File: src/rtl/mem_arb_pkg.sv
// Shared definitions for the two-port memory arbiter: state encoding,
// default widths and the encoding of the last-grant flag.
package mem_arb_pkg;

    localparam int DATA_W_DEF  = 16;
    localparam int TIMEOUT_DEF = 15;
    localparam int WAIT_W      = 4;

    // Requester index used for request/grant vectors and the last-grant flag.
    localparam int  IDX_IF  = 0;
    localparam int  IDX_LS  = 1;
    localparam logic LAST_IF = 1'b0;
    localparam logic LAST_LS = 1'b1;

    typedef enum logic [1:0] {
        ST_IDLE   = 2'd0,
        ST_ACC_IF = 2'd1,
        ST_ACC_LS = 2'd2
    } arb_state_e;

endpackage

File: src/rtl/mem_arbiter_if.sv
// Bundle of the fetch, load/store and memory-side signals around the arbiter.
// The slave modport is the arbiter's view; master is the environment's view.
interface mem_arbiter_if #(
    parameter int DATA_W = 16
);
    logic              if_req;
    logic [DATA_W-1:0] if_addr;
    logic [DATA_W-1:0] if_rdata;
    logic              if_done;
    logic              if_err;

    logic              ls_req;
    logic              ls_rw;
    logic [DATA_W-1:0] ls_addr;
    logic [DATA_W-1:0] ls_wdata;
    logic [DATA_W-1:0] ls_rdata;
    logic              ls_done;
    logic              ls_err;

    logic              mem_en;
    logic              mem_we;
    logic [DATA_W-1:0] mem_addr;
    logic [DATA_W-1:0] mem_wdata;
    logic [DATA_W-1:0] mem_rdata;
    logic              mem_ready;

    modport slave (
        input  if_req, if_addr, ls_req, ls_rw, ls_addr, ls_wdata,
               mem_rdata, mem_ready,
        output if_rdata, if_done, if_err, ls_rdata, ls_done, ls_err,
               mem_en, mem_we, mem_addr, mem_wdata
    );

    modport master (
        output if_req, if_addr, ls_req, ls_rw, ls_addr, ls_wdata,
               mem_rdata, mem_ready,
        input  if_rdata, if_done, if_err, ls_rdata, ls_done, ls_err,
               mem_en, mem_we, mem_addr, mem_wdata
    );

endinterface

File: src/rtl/mem_arbiter_rr_arb2.sv
// Two-requester round-robin picker. On contention the requester that was
// not granted last wins; a single requester always wins.
module rr_arb2 (
    input  logic [1:0] req_i,
    input  logic       last_i,   // 1 = load/store was granted last
    output logic [1:0] gnt_o
);

    // Pick one requester from the eligible set.
    always_comb begin
        gnt_o = 2'b00;
        case (req_i)
            2'b01:   gnt_o = 2'b01;
            2'b10:   gnt_o = 2'b10;
            2'b11:   gnt_o = last_i ? 2'b01 : 2'b10;
            default: gnt_o = 2'b00;
        endcase
    end

endmodule

File: src/rtl/mem_arbiter.sv
// Arbitrates a single memory port between instruction fetch and load/store.
// Each access is latched at grant, runs until mem_ready or a wait timeout,
// and ends with a one-cycle done pulse to the owning requester.
module mem_arbiter
    import mem_arb_pkg::*;
#(
    parameter int DATA_W  = DATA_W_DEF,
    parameter int TIMEOUT = TIMEOUT_DEF
) (
    input  logic          clk,
    input  logic          reset,
    mem_arbiter_if.slave  bus
);

    localparam logic [WAIT_W-1:0] TIMEOUT_C = WAIT_W'(TIMEOUT);

    arb_state_e        state_q;
    logic              last_q;
    logic [WAIT_W-1:0] wait_q;
    logic [WAIT_W-1:0] wait_d;

    logic              if_done_q, if_err_q, ls_done_q, ls_err_q;
    logic [DATA_W-1:0] if_rdata_q, ls_rdata_q;
    logic              mem_en_q, mem_we_q;
    logic [DATA_W-1:0] mem_addr_q, mem_wdata_q;

    logic [1:0]        elig_s;
    logic [1:0]        gnt_s;

    // A requester still seeing its done pulse is holding a stale request.
    assign elig_s[IDX_IF] = bus.if_req & ~if_done_q;
    assign elig_s[IDX_LS] = bus.ls_req & ~ls_done_q;
    assign wait_d         = wait_q + 4'd1;

    rr_arb2 u_rr (
        .req_i  (elig_s),
        .last_i (last_q),
        .gnt_o  (gnt_s)
    );

    // Arbitration FSM with all requester and memory outputs registered.
    always_ff @(posedge clk or negedge reset) begin
        if (!reset) begin
            state_q     <= ST_IDLE;
            last_q      <= LAST_LS;
            wait_q      <= 4'd0;
            if_done_q   <= 1'b0;
            if_err_q    <= 1'b0;
            if_rdata_q  <= '0;
            ls_done_q   <= 1'b0;
            ls_err_q    <= 1'b0;
            ls_rdata_q  <= '0;
            mem_en_q    <= 1'b0;
            mem_we_q    <= 1'b0;
            mem_addr_q  <= '0;
            mem_wdata_q <= '0;
        end else begin
            // Completion outputs are pulses; they only rise on the end edge.
            if_done_q  <= 1'b0;
            if_err_q   <= 1'b0;
            if_rdata_q <= '0;
            ls_done_q  <= 1'b0;
            ls_err_q   <= 1'b0;
            ls_rdata_q <= '0;
            case (state_q)
                ST_IDLE: begin
                    wait_q <= 4'd0;
                    if (gnt_s[IDX_IF]) begin
                        state_q     <= ST_ACC_IF;
                        last_q      <= LAST_IF;
                        mem_en_q    <= 1'b1;
                        mem_we_q    <= 1'b0;
                        mem_addr_q  <= bus.if_addr;
                        mem_wdata_q <= '0;
                    end else if (gnt_s[IDX_LS]) begin
                        state_q     <= ST_ACC_LS;
                        last_q      <= LAST_LS;
                        mem_en_q    <= 1'b1;
                        mem_we_q    <= bus.ls_rw;
                        mem_addr_q  <= bus.ls_addr;
                        mem_wdata_q <= bus.ls_rw ? bus.ls_wdata : '0;
                    end else begin
                        state_q <= ST_IDLE;
                    end
                end
                ST_ACC_IF, ST_ACC_LS: begin
                    if (bus.mem_ready || (wait_d == TIMEOUT_C)) begin
                        // Access ends: either data arrived or the wait expired.
                        state_q     <= ST_IDLE;
                        wait_q      <= 4'd0;
                        mem_en_q    <= 1'b0;
                        mem_we_q    <= 1'b0;
                        mem_addr_q  <= '0;
                        mem_wdata_q <= '0;
                        if (state_q == ST_ACC_IF) begin
                            if_done_q  <= 1'b1;
                            if_err_q   <= ~bus.mem_ready;
                            if_rdata_q <= bus.mem_ready ? bus.mem_rdata : '0;
                        end else begin
                            ls_done_q  <= 1'b1;
                            ls_err_q   <= ~bus.mem_ready;
                            // Stores return zero; mem_we_q still marks a store here.
                            ls_rdata_q <= (bus.mem_ready && !mem_we_q) ? bus.mem_rdata : '0;
                        end
                    end else begin
                        wait_q <= wait_d;
                    end
                end
                default: begin
                    state_q     <= ST_IDLE;
                    wait_q      <= 4'd0;
                    mem_en_q    <= 1'b0;
                    mem_we_q    <= 1'b0;
                    mem_addr_q  <= '0;
                    mem_wdata_q <= '0;
                end
            endcase
        end
    end

    assign bus.if_done   = if_done_q;
    assign bus.if_err    = if_err_q;
    assign bus.if_rdata  = if_rdata_q;
    assign bus.ls_done   = ls_done_q;
    assign bus.ls_err    = ls_err_q;
    assign bus.ls_rdata  = ls_rdata_q;
    assign bus.mem_en    = mem_en_q;
    assign bus.mem_we    = mem_we_q;
    assign bus.mem_addr  = mem_addr_q;
    assign bus.mem_wdata = mem_wdata_q;

endmodule

File: src/flat_wrapper.sv
// flat-port wrapper written by rule: the top's interface ports become plain ports
module mem_arbiter_flat import mem_arb_pkg::*;
#(
    parameter int DATA_W  = DATA_W_DEF,
    parameter int TIMEOUT = TIMEOUT_DEF
)
  (clk, reset, bus_if_req, bus_if_addr, bus_ls_req, bus_ls_rw, bus_ls_addr, bus_ls_wdata, bus_mem_rdata, bus_mem_ready, bus_if_rdata, bus_if_done, bus_if_err, bus_ls_rdata, bus_ls_done, bus_ls_err, bus_mem_en, bus_mem_we, bus_mem_addr, bus_mem_wdata);
  mem_arbiter_if #(.DATA_W(DATA_W)) bus_i ();
  input  logic clk;
  input  logic reset;
  input wire logic [$bits(bus_i.if_req)-1:0] bus_if_req;
  input wire logic [$bits(bus_i.if_addr)-1:0] bus_if_addr;
  input wire logic [$bits(bus_i.ls_req)-1:0] bus_ls_req;
  input wire logic [$bits(bus_i.ls_rw)-1:0] bus_ls_rw;
  input wire logic [$bits(bus_i.ls_addr)-1:0] bus_ls_addr;
  input wire logic [$bits(bus_i.ls_wdata)-1:0] bus_ls_wdata;
  input wire logic [$bits(bus_i.mem_rdata)-1:0] bus_mem_rdata;
  input wire logic [$bits(bus_i.mem_ready)-1:0] bus_mem_ready;
  output wire logic [$bits(bus_i.if_rdata)-1:0] bus_if_rdata;
  output wire logic [$bits(bus_i.if_done)-1:0] bus_if_done;
  output wire logic [$bits(bus_i.if_err)-1:0] bus_if_err;
  output wire logic [$bits(bus_i.ls_rdata)-1:0] bus_ls_rdata;
  output wire logic [$bits(bus_i.ls_done)-1:0] bus_ls_done;
  output wire logic [$bits(bus_i.ls_err)-1:0] bus_ls_err;
  output wire logic [$bits(bus_i.mem_en)-1:0] bus_mem_en;
  output wire logic [$bits(bus_i.mem_we)-1:0] bus_mem_we;
  output wire logic [$bits(bus_i.mem_addr)-1:0] bus_mem_addr;
  output wire logic [$bits(bus_i.mem_wdata)-1:0] bus_mem_wdata;
  assign bus_i.if_req = bus_if_req;
  assign bus_i.if_addr = bus_if_addr;
  assign bus_i.ls_req = bus_ls_req;
  assign bus_i.ls_rw = bus_ls_rw;
  assign bus_i.ls_addr = bus_ls_addr;
  assign bus_i.ls_wdata = bus_ls_wdata;
  assign bus_i.mem_rdata = bus_mem_rdata;
  assign bus_i.mem_ready = bus_mem_ready;
  assign bus_if_rdata = bus_i.if_rdata;
  assign bus_if_done = bus_i.if_done;
  assign bus_if_err = bus_i.if_err;
  assign bus_ls_rdata = bus_i.ls_rdata;
  assign bus_ls_done = bus_i.ls_done;
  assign bus_ls_err = bus_i.ls_err;
  assign bus_mem_en = bus_i.mem_en;
  assign bus_mem_we = bus_i.mem_we;
  assign bus_mem_addr = bus_i.mem_addr;
  assign bus_mem_wdata = bus_i.mem_wdata;
  mem_arbiter #(.DATA_W(DATA_W), .TIMEOUT(TIMEOUT)) u_core (.clk(clk), .reset(reset), .bus(bus_i));
endmodule
File: config.mk
export PLATFORM = sky130hd
export DESIGN_NAME = mem_arbiter_flat
export DESIGN_NICKNAME = d
export VERILOG_FILES = /design/src/rtl/mem_arb_pkg.sv /design/src/rtl/mem_arbiter_if.sv /design/src/rtl/mem_arbiter_rr_arb2.sv /design/src/rtl/mem_arbiter.sv /design/src/flat_wrapper.sv
export SDC_FILE = /design/constraint.sdc
export NUM_CORES = 1
export LEC_CHECK = 0
export BUFFER_PORTS_ARGS = -buffer_cell sky130_fd_sc_hd__buf_2
export CAP_MARGIN = 20
export CORE_MARGIN = 4
export CORE_UTILIZATION = 40
export CTS_CLUSTER_SIZE = 24
export DETAILED_ROUTE_END_ITERATION = 8
export PLACE_DENSITY_LB_ADDON = 0.2
export SETUP_SLACK_MARGIN = 0.02
export SLEW_MARGIN = 30
export SYNTH_ARGS = -nofsm -noshare
export SYNTH_HDL_FRONTEND = slang
export SYNTH_HIERARCHICAL = 1
export SYNTH_SLANG_ARGS = --single-unit
File: constraint.sdc
create_clock -name clk -period 4.85 [get_ports clk]
set_clock_uncertainty 0.2 [all_clocks]
set_input_delay 0.485 -clock clk [delete_from_list [all_inputs] [get_ports clk]]
set_output_delay 0.485 -clock clk [all_outputs]
set_load 0.03 [all_outputs]
==> results of run 1 <==
[cells in the mapped netlist (all sizes together)]
library cell,number
buf,8
xor2,2
a21oi,3
nand3b,1
clkinv,1
nor4bb,1
and2,32
dfrtp,76
nor4b,1
and4b,2
o31a,1
nand3,3
dfstp,1
ha,4
nand2,9
o22a,1
mux2,16
and3,1
and3b,1
or3b,1
nor2,20
mux2i,18
a22oi,1
a22o,16
o21ai,4
inv,5
a21o,1
o31ai,2
a21boi,2
clkbuf,3
nand2b,3
nor2b,3
[area by class of cell]
type,instances,share of cell area (%)
clock buffer,11,3.13
clock inverter,5,2.56
inverter,6,0.536
multi-input combinational,149,28.0
sequential,77,45.9
tap,102,3.04
timing repair buffer,140,16.9
[flip-flops by register name, summed over array words and instances (netlist names), 2 cells and up]
signal,cells
u_core/bus.mem_wdata,16
u_core/bus.ls_rdata,16
u_core/bus.mem_addr,16
u_core/wait_q,4
u_core/state_q,2
u_core/bus.if_rdata,16
[cells in the final DEF, fill, tap and decap left out, drive strengths merged, types with 4 or more instances in the layout]
cell type  synthesis  final
clkbuf             3     11
inv                5      6
mux2              16     16
nor2              20     20
mux2i             18     18
nand2              9      9
a22o              16     16
dfrtp             76     76
and2              32     32
ha                 4      4
o21ai              4      4
buf                8    140
[report_power, final]
group          switching (mW)  internal (mW)  total [mW]
combinational           0.678          0.427        1.10
clock                   0.227          0.345       0.572
sequential             0.0777          0.807       0.885
total                   0.983           1.58        2.56
[metrics by stage]
stage	total power [mW]	setup slack, ps	hold slack, ps
2_1_floorplan	1.77	2560	-10.6
3_3_place_gp	1.99	1800	283
3_5_place_dp	2.02	1730	279
4_1_cts	2.59	1970	115
5_1_grt	2.72	1780	4.90
6_report	2.56	1980	-40.2
[how the worst min path moves through the flow]
stage	from	slack (ps)	endpoint	cells after the start
6_report	reset	-40	u_core/bus.ls_rdata[13]	1
5_1_grt	reset	5	u_core/bus.if_rdata[12]	1
4_1_cts	reset	120	u_core/bus.if_rdata[6]	1
3_5_place_dp	u_core/bus.mem_wdata[11]	280	u_core/bus.mem_wdata[11]	1
3_3_place_gp	u_core/bus.mem_wdata[6]	280	u_core/bus.mem_wdata[6]	1
2_1_floorplan	reset	-10	u_core/bus.if_done	0
[kinds of logic (layout without fill, tap and decap cells)]
kind of cell	Yosys count	count (layout)	synth area share, %
xor+xnor	2	2	0.781
simple gates	78	78	13.5
fa+ha+maj	4	4	1.56
compound gates	31	31	8.00
buf+inv	17	162	3.32
mux	34	34	12.6
flops	77	77	60.1
[worst max-delay path, delay by kind of cell (launching register included)]
family | cells | cell delay [ps]
AO/OA/AOI/OAI | 3 | 910
AND/OR/NAND/NOR | 2 | 600
multiplexers | 1 | 410
flip-flops | 1 | 380
buffers and inverters | 1 | 230
[layer usage]
| metal | track usage (%) | vias to the layer above | routed length (µm) |
|---|---|---|---|
| met2 | 24.4 | 82 | 3280 |
| li1 | - | 1111 | - |
| met1 | 19.4 | 1099 | 2930 |
| met5 | 0 | - | 0 |
| met4 | 6.39 | 0 | 125 |
| met3 | 6.53 | 11 | 683 |
==> impl_metrics.py, run 1 <==
metrics = {
    "layout": {
        "n_fill_cell": 696,
        "area_delta_synth_final_pct": 31.1,
        "fin_cells": 490,
        "stdcell_area_mm2": 0.00420,
        "utilization_pct": 54.1,
        "final_nets": 457,
        "regArea_mm2": 0.00193,
        "drive_above_1_share_pct": 45.6,
        "diodes": 0,
        "multi_input_comb_area_mm2": 0.00118,
    },
    "critical_path": {
        "reg2reg_depth": 7,
        "cp-endpoint": "u_core/bus.mem_addr[1]",
        "startpoint_type": "register",
        "cpMaxStageDelayCell": "o31a_2",
        "worstPathCellList": "nor2b_1 -> a21boi_2 -> buf_4 -> or3b_1 -> o21ai_0 -> o31a_2 -> mux2_2",
        "worst-path-max-fanout": 34,
        "r2r-end": "u_core/bus.mem_addr[1]",
        "worstSetupPathType": "register to register",
        "cp.required_ps": 4870,
        "r2r_slack_ps": 1980,
        "r2r_start": "u_core/bus.ls_done",
        "cp.arrival_ps": 2890,
        "worst_setup_path_end_kind": "register",
        "startpoint": "u_core/bus.ls_done",
        "critPathMaxStageDelay_ps": 750,
    },
    "flow_run": {
        "drv_cap": 0,
    },
    "timing": {
        "tightest_slew_ps": 879,
        "hold_viol": 76,
        "setup_viol": 0,
        "slew-limit-headroom_pct": 41.4,
        "max_freq_mhz": 349,
        "rsz0062_at_grt": "false",
        "period_minus_slack_ps": 2870,
        "slew_violations": 0,
        "min_period_over_period_pct": 59.1,
        "tns_ps": 0,
        "whs_ps": -40.2,
    },
    "global_route": {
        "grtUsageTotal_pct": 15.7,
        "grt_pass1_wl_um": 12000,
        "grt_pass1_vias": 2470,
        "grt_max_degree": 78,
        "grt_overflow": 0,
        "antenna_found_initial": 0,
    },
    "cts": {
        "cts_buffers": 9,
        "clockBufferDepth": 2,
        "cts_resized": 0,
        "cts.htree.levels": 3,
        "post_cts_buffers": 0,
        "clock_latency_ps": 340,
        "clock_sinks": 77,
        "clkTransAtPathRegs_ps": 80,
        "root_buffer": "clkbuf_8",
        "postCtsHoldBufs": 0,
        "cts_tree": "done",
    },
    "route": {
        "post_drt_via_cell_ratio": 4.70,
        "dr.pass1.iters": 4,
        "ant_nets": 0,
        "wl_per_cell_um": 14.3,
        "vias": 2303,
        "dr.first_iter.drc_count": 76,
        "wirelength_um": 7020,
        "drc": 0,
    },
    "logic_synthesis": {
        "yosysTopAreaCellShare_pct": 59.3,
        "synth.largest_area_cell": "dfrtp_1",
        "syn_inst": 243,
        "syn_nets": 317,
        "synth-seq-area-share_pct": 60.1,
        "synth_area_mm2": 0.00321,
        "synth-seq-cells": 77,
        "synth_top_cells_by_area": "dfrtp_1 59%, and2_1 6.2%, mux2i_1 5.6%",
        "syn_area_per_cell_um2": 13.2,
        "synth_warnings": 6,
        "synth.distinct_cells": 41,
    },
    "floorplanning": {
        "core-area_mm2": 0.00777,
        "die_area_mm2": 0.00951,
        "std_cell_rows": 32,
        "io_pins": 140,
        "die_w_um": 97.5,
        "die_y_um": 97.5,
        "initial_utilization_pct": 41.3,
    },
    "pwr": {
        "peakVddDrop_uv": 255,
        "p_leak_nw": 2.33,
        "powerDensity_mw_per_mm2": 609,
    },
    "run_status": {
        "violations": "hold timing",
        "outcome": "complete, but fails checks",
    },
    "place": {
        "port_buffers": 139,
        "hpwl_um": 5110,
        "gp_congestion": 0.795,
        "placed_cell_area_mm2": 0.00396,
        "dpl.cell_count": 474,
    },
    "min_path": {
        "holdCritPathClass": "input port to async pin",
    },
}
Power figures use the tool's default switching activity.
==> run 2, diff against run 1 <==
==> constraint.sdc (replaced) <==
create_clock -name clk -period 2.7 [get_ports clk]
set_clock_uncertainty 0.2 [all_clocks]
set_input_delay 0.27 -clock clk [delete_from_list [all_inputs] [get_ports clk]]
set_output_delay 0.27 -clock clk [all_outputs]
set_load 0.03 [all_outputs]
==> run 2 against run 1 <==
  * The flow now finishes without violations
  * Utilization up 4.5 points
  * Final cell count up 7.6%
  * Design area up 8.4%
  * Setup slack worse by 1700 ps
  * First-iteration DRC count down 7.9%
  * Non-clock buffer count up 38
  * Register-to-register slack worse by 1700 ps
  * Sequential power up 80%
  * Via count up 4.6%
  * Critical path type unchanged
  * Critical endpoint is now u_core/bus.mem_addr[2]
==> impl_metrics.py, run 2 (synthesized netlist as in run 1, its figures left out) <==
metrics = {
    "run_status": {
        "outcome": "complete, no violations",
    },
    "floorplanning": {
        "std_cell_rows": 32,
        "initial_utilization_pct": 41.3,
        "die_y_um": 97.5,
        "io_pins": 140,
        "die_w_um": 97.5,
        "die_area_mm2": 0.00951,
        "core-area_mm2": 0.00777,
    },
    "timing": {
        "whs_ps": 105,
        "final.setup.worst_slack_ps": 236,
        "setup_viol": 0,
        "hold_viol": 0,
        "max_freq_mhz": 406,
        "rsz0062_at_grt": "false",
        "min_period_over_period_pct": 91.3,
        "slew_violations": 0,
        "slew-limit-headroom_pct": 54.7,
        "tns_ps": 0,
        "period_minus_slack_ps": 2460,
        "tightest_slew_ps": 680,
    },
    "route": {
        "ant_nets": 0,
        "vias": 2409,
        "dr.first_iter.drc_count": 70,
        "dr.pass1.iters": 4,
        "wl_met2_um": 3610,
        "met1_length_um": 3050,
        "wl_per_cell_um": 14.1,
        "wirelength_um": 7410,
        "routed.top_layer": "met4",
        "post_drt_via_cell_ratio": 4.57,
        "drc": 0,
        "dr_wl_met3_um": 658,
    },
    "layout": {
        "regArea_mm2": 0.00193,
        "multi_input_comb_area_mm2": 0.00118,
        "final_nets": 495,
        "final_cell_mix": "138 x buf_2, 76 x dfrtp_1, 34 x dlygate4sd3_1, 32 x and2_1, 20 x nor2_1",
        "layout_commonest_cell": "buf_2",
        "fin_cells": 527,
        "utilization_pct": 58.7,
        "stdcell_area_mm2": 0.00456,
        "drive_above_1_share_pct": 42.6,
        "diodes": 0,
        "area_delta_synth_final_pct": 42.1,
        "n_fill_cell": 678,
    },
    "cts": {
        "cts.htree.levels": 3,
        "clock_sinks": 77,
        "cts_tree": "done",
        "clockBufferDepth": 2,
        "clkTransAtPathRegs_ps": 80,
        "root_buffer": "clkbuf_8",
        "clock_latency_ps": 330,
        "cts_buffers": 9,
    },
    "place": {
        "dp_slack_ps": -15.3,
        "port_buffers": 139,
        "hpwl_um": 5120,
        "dpl.cell_count": 478,
        "gp_congestion": 0.728,
        "placed_cell_area_mm2": 0.00399,
    },
    "global_route": {
        "antenna_found_initial": 0,
        "grt_max_degree": 78,
        "grt_pass1_wl_um": 12300,
        "grt_pass1_vias": 2595,
        "grtUsageTotal_pct": 16.0,
        "grt_overflow": 0,
    },
    "critical_path": {
        "cp.buffers_inverters": 0,
        "critPathMaxStageDelay_ps": 540,
        "worst-path-max-fanout": 34,
        "cp.arrival_ps": 2480,
        "cp.required_ps": 2710,
        "startpoint_type": "register",
        "worstPathCellList": "a21boi_0 -> or3b_1 -> o21ai_0 -> o31a_4 -> mux2_2",
        "cpMaxStageDelayCell": "dfstp_2",
        "critPathTopFamily": "compound AO/OA/AOI/OAI gates",
        "worstSetupPathType": "register to register",
        "worst_setup_path_end_kind": "register",
    },
    "min_path": {
        "holdCritPathClass": "input port to register",
    },
    "pwr": {
        "p_total_mw": 4.56,
        "powerDensity_mw_per_mm2": 1000,
        "p_leak_nw": 2.48,
        "peakVddDrop_uv": 486,
    },
    "flow_run": {
        "drv_cap": 0,
    },
}
## run 2: layout make-up
| cell class | instances | area share, % |
|---|---|---|
| Inverter | 6 | 0.494 |
| Tap cell | 102 | 2.80 |
| Clock buffer | 11 | 3.10 |
| Clock inverter | 4 | 1.59 |
| Sequential cell | 77 | 42.3 |
| Timing Repair Buffer | 178 | 23.7 |
| Multi-Input combinational cell | 149 | 26.0 |
## run 2: path summary, 6_finish.rpt
path                                      endpoint  slack [ps]               startpoint  cells past startpoint
max                         u_core/bus.mem_addr[2]         240            u_core/last_q                      5
min reg2reg                u_core/bus.mem_wdata[1]         300  u_core/bus.mem_wdata[1]                      1
max reg2reg                 u_core/bus.mem_addr[2]         240            u_core/last_q                      5
min                        u_core/bus.mem_addr[10]         100          bus_ls_addr[10]                      4
min in group asynchronous   u_core/bus.ls_rdata[6]         300                    reset                      2
max in group asynchronous   u_core/bus.mem_addr[5]        1500                    reset                      2
## run 2: timing repair
item,CTS,global route
setup endpoints to repair,4,0
hold buffers,34,0
endpoints found under the hold margin,126,0
buffers inserted,0,0
gates resized for setup,1,0
## run 2: worst reg2reg max path: cells and delay by family (launching register included)
family	cells	cell delay, ps
compound gates	3	780
mux	1	400
flops	1	540
simple gates	1	420
## run 2: where the power goes
group          internal [mW]  switching (mW)
combinational          0.819            1.23
sequential              1.45           0.137
clock                  0.540           0.389
total                   2.81            1.75
## run 2: layer usage
layer  global-route usage [%]  vias up
li1                         -     1180
met1                     19.0     1133
met2                     25.9       87
met3                     6.89        9
met4                     5.54        0
met5                        0        -
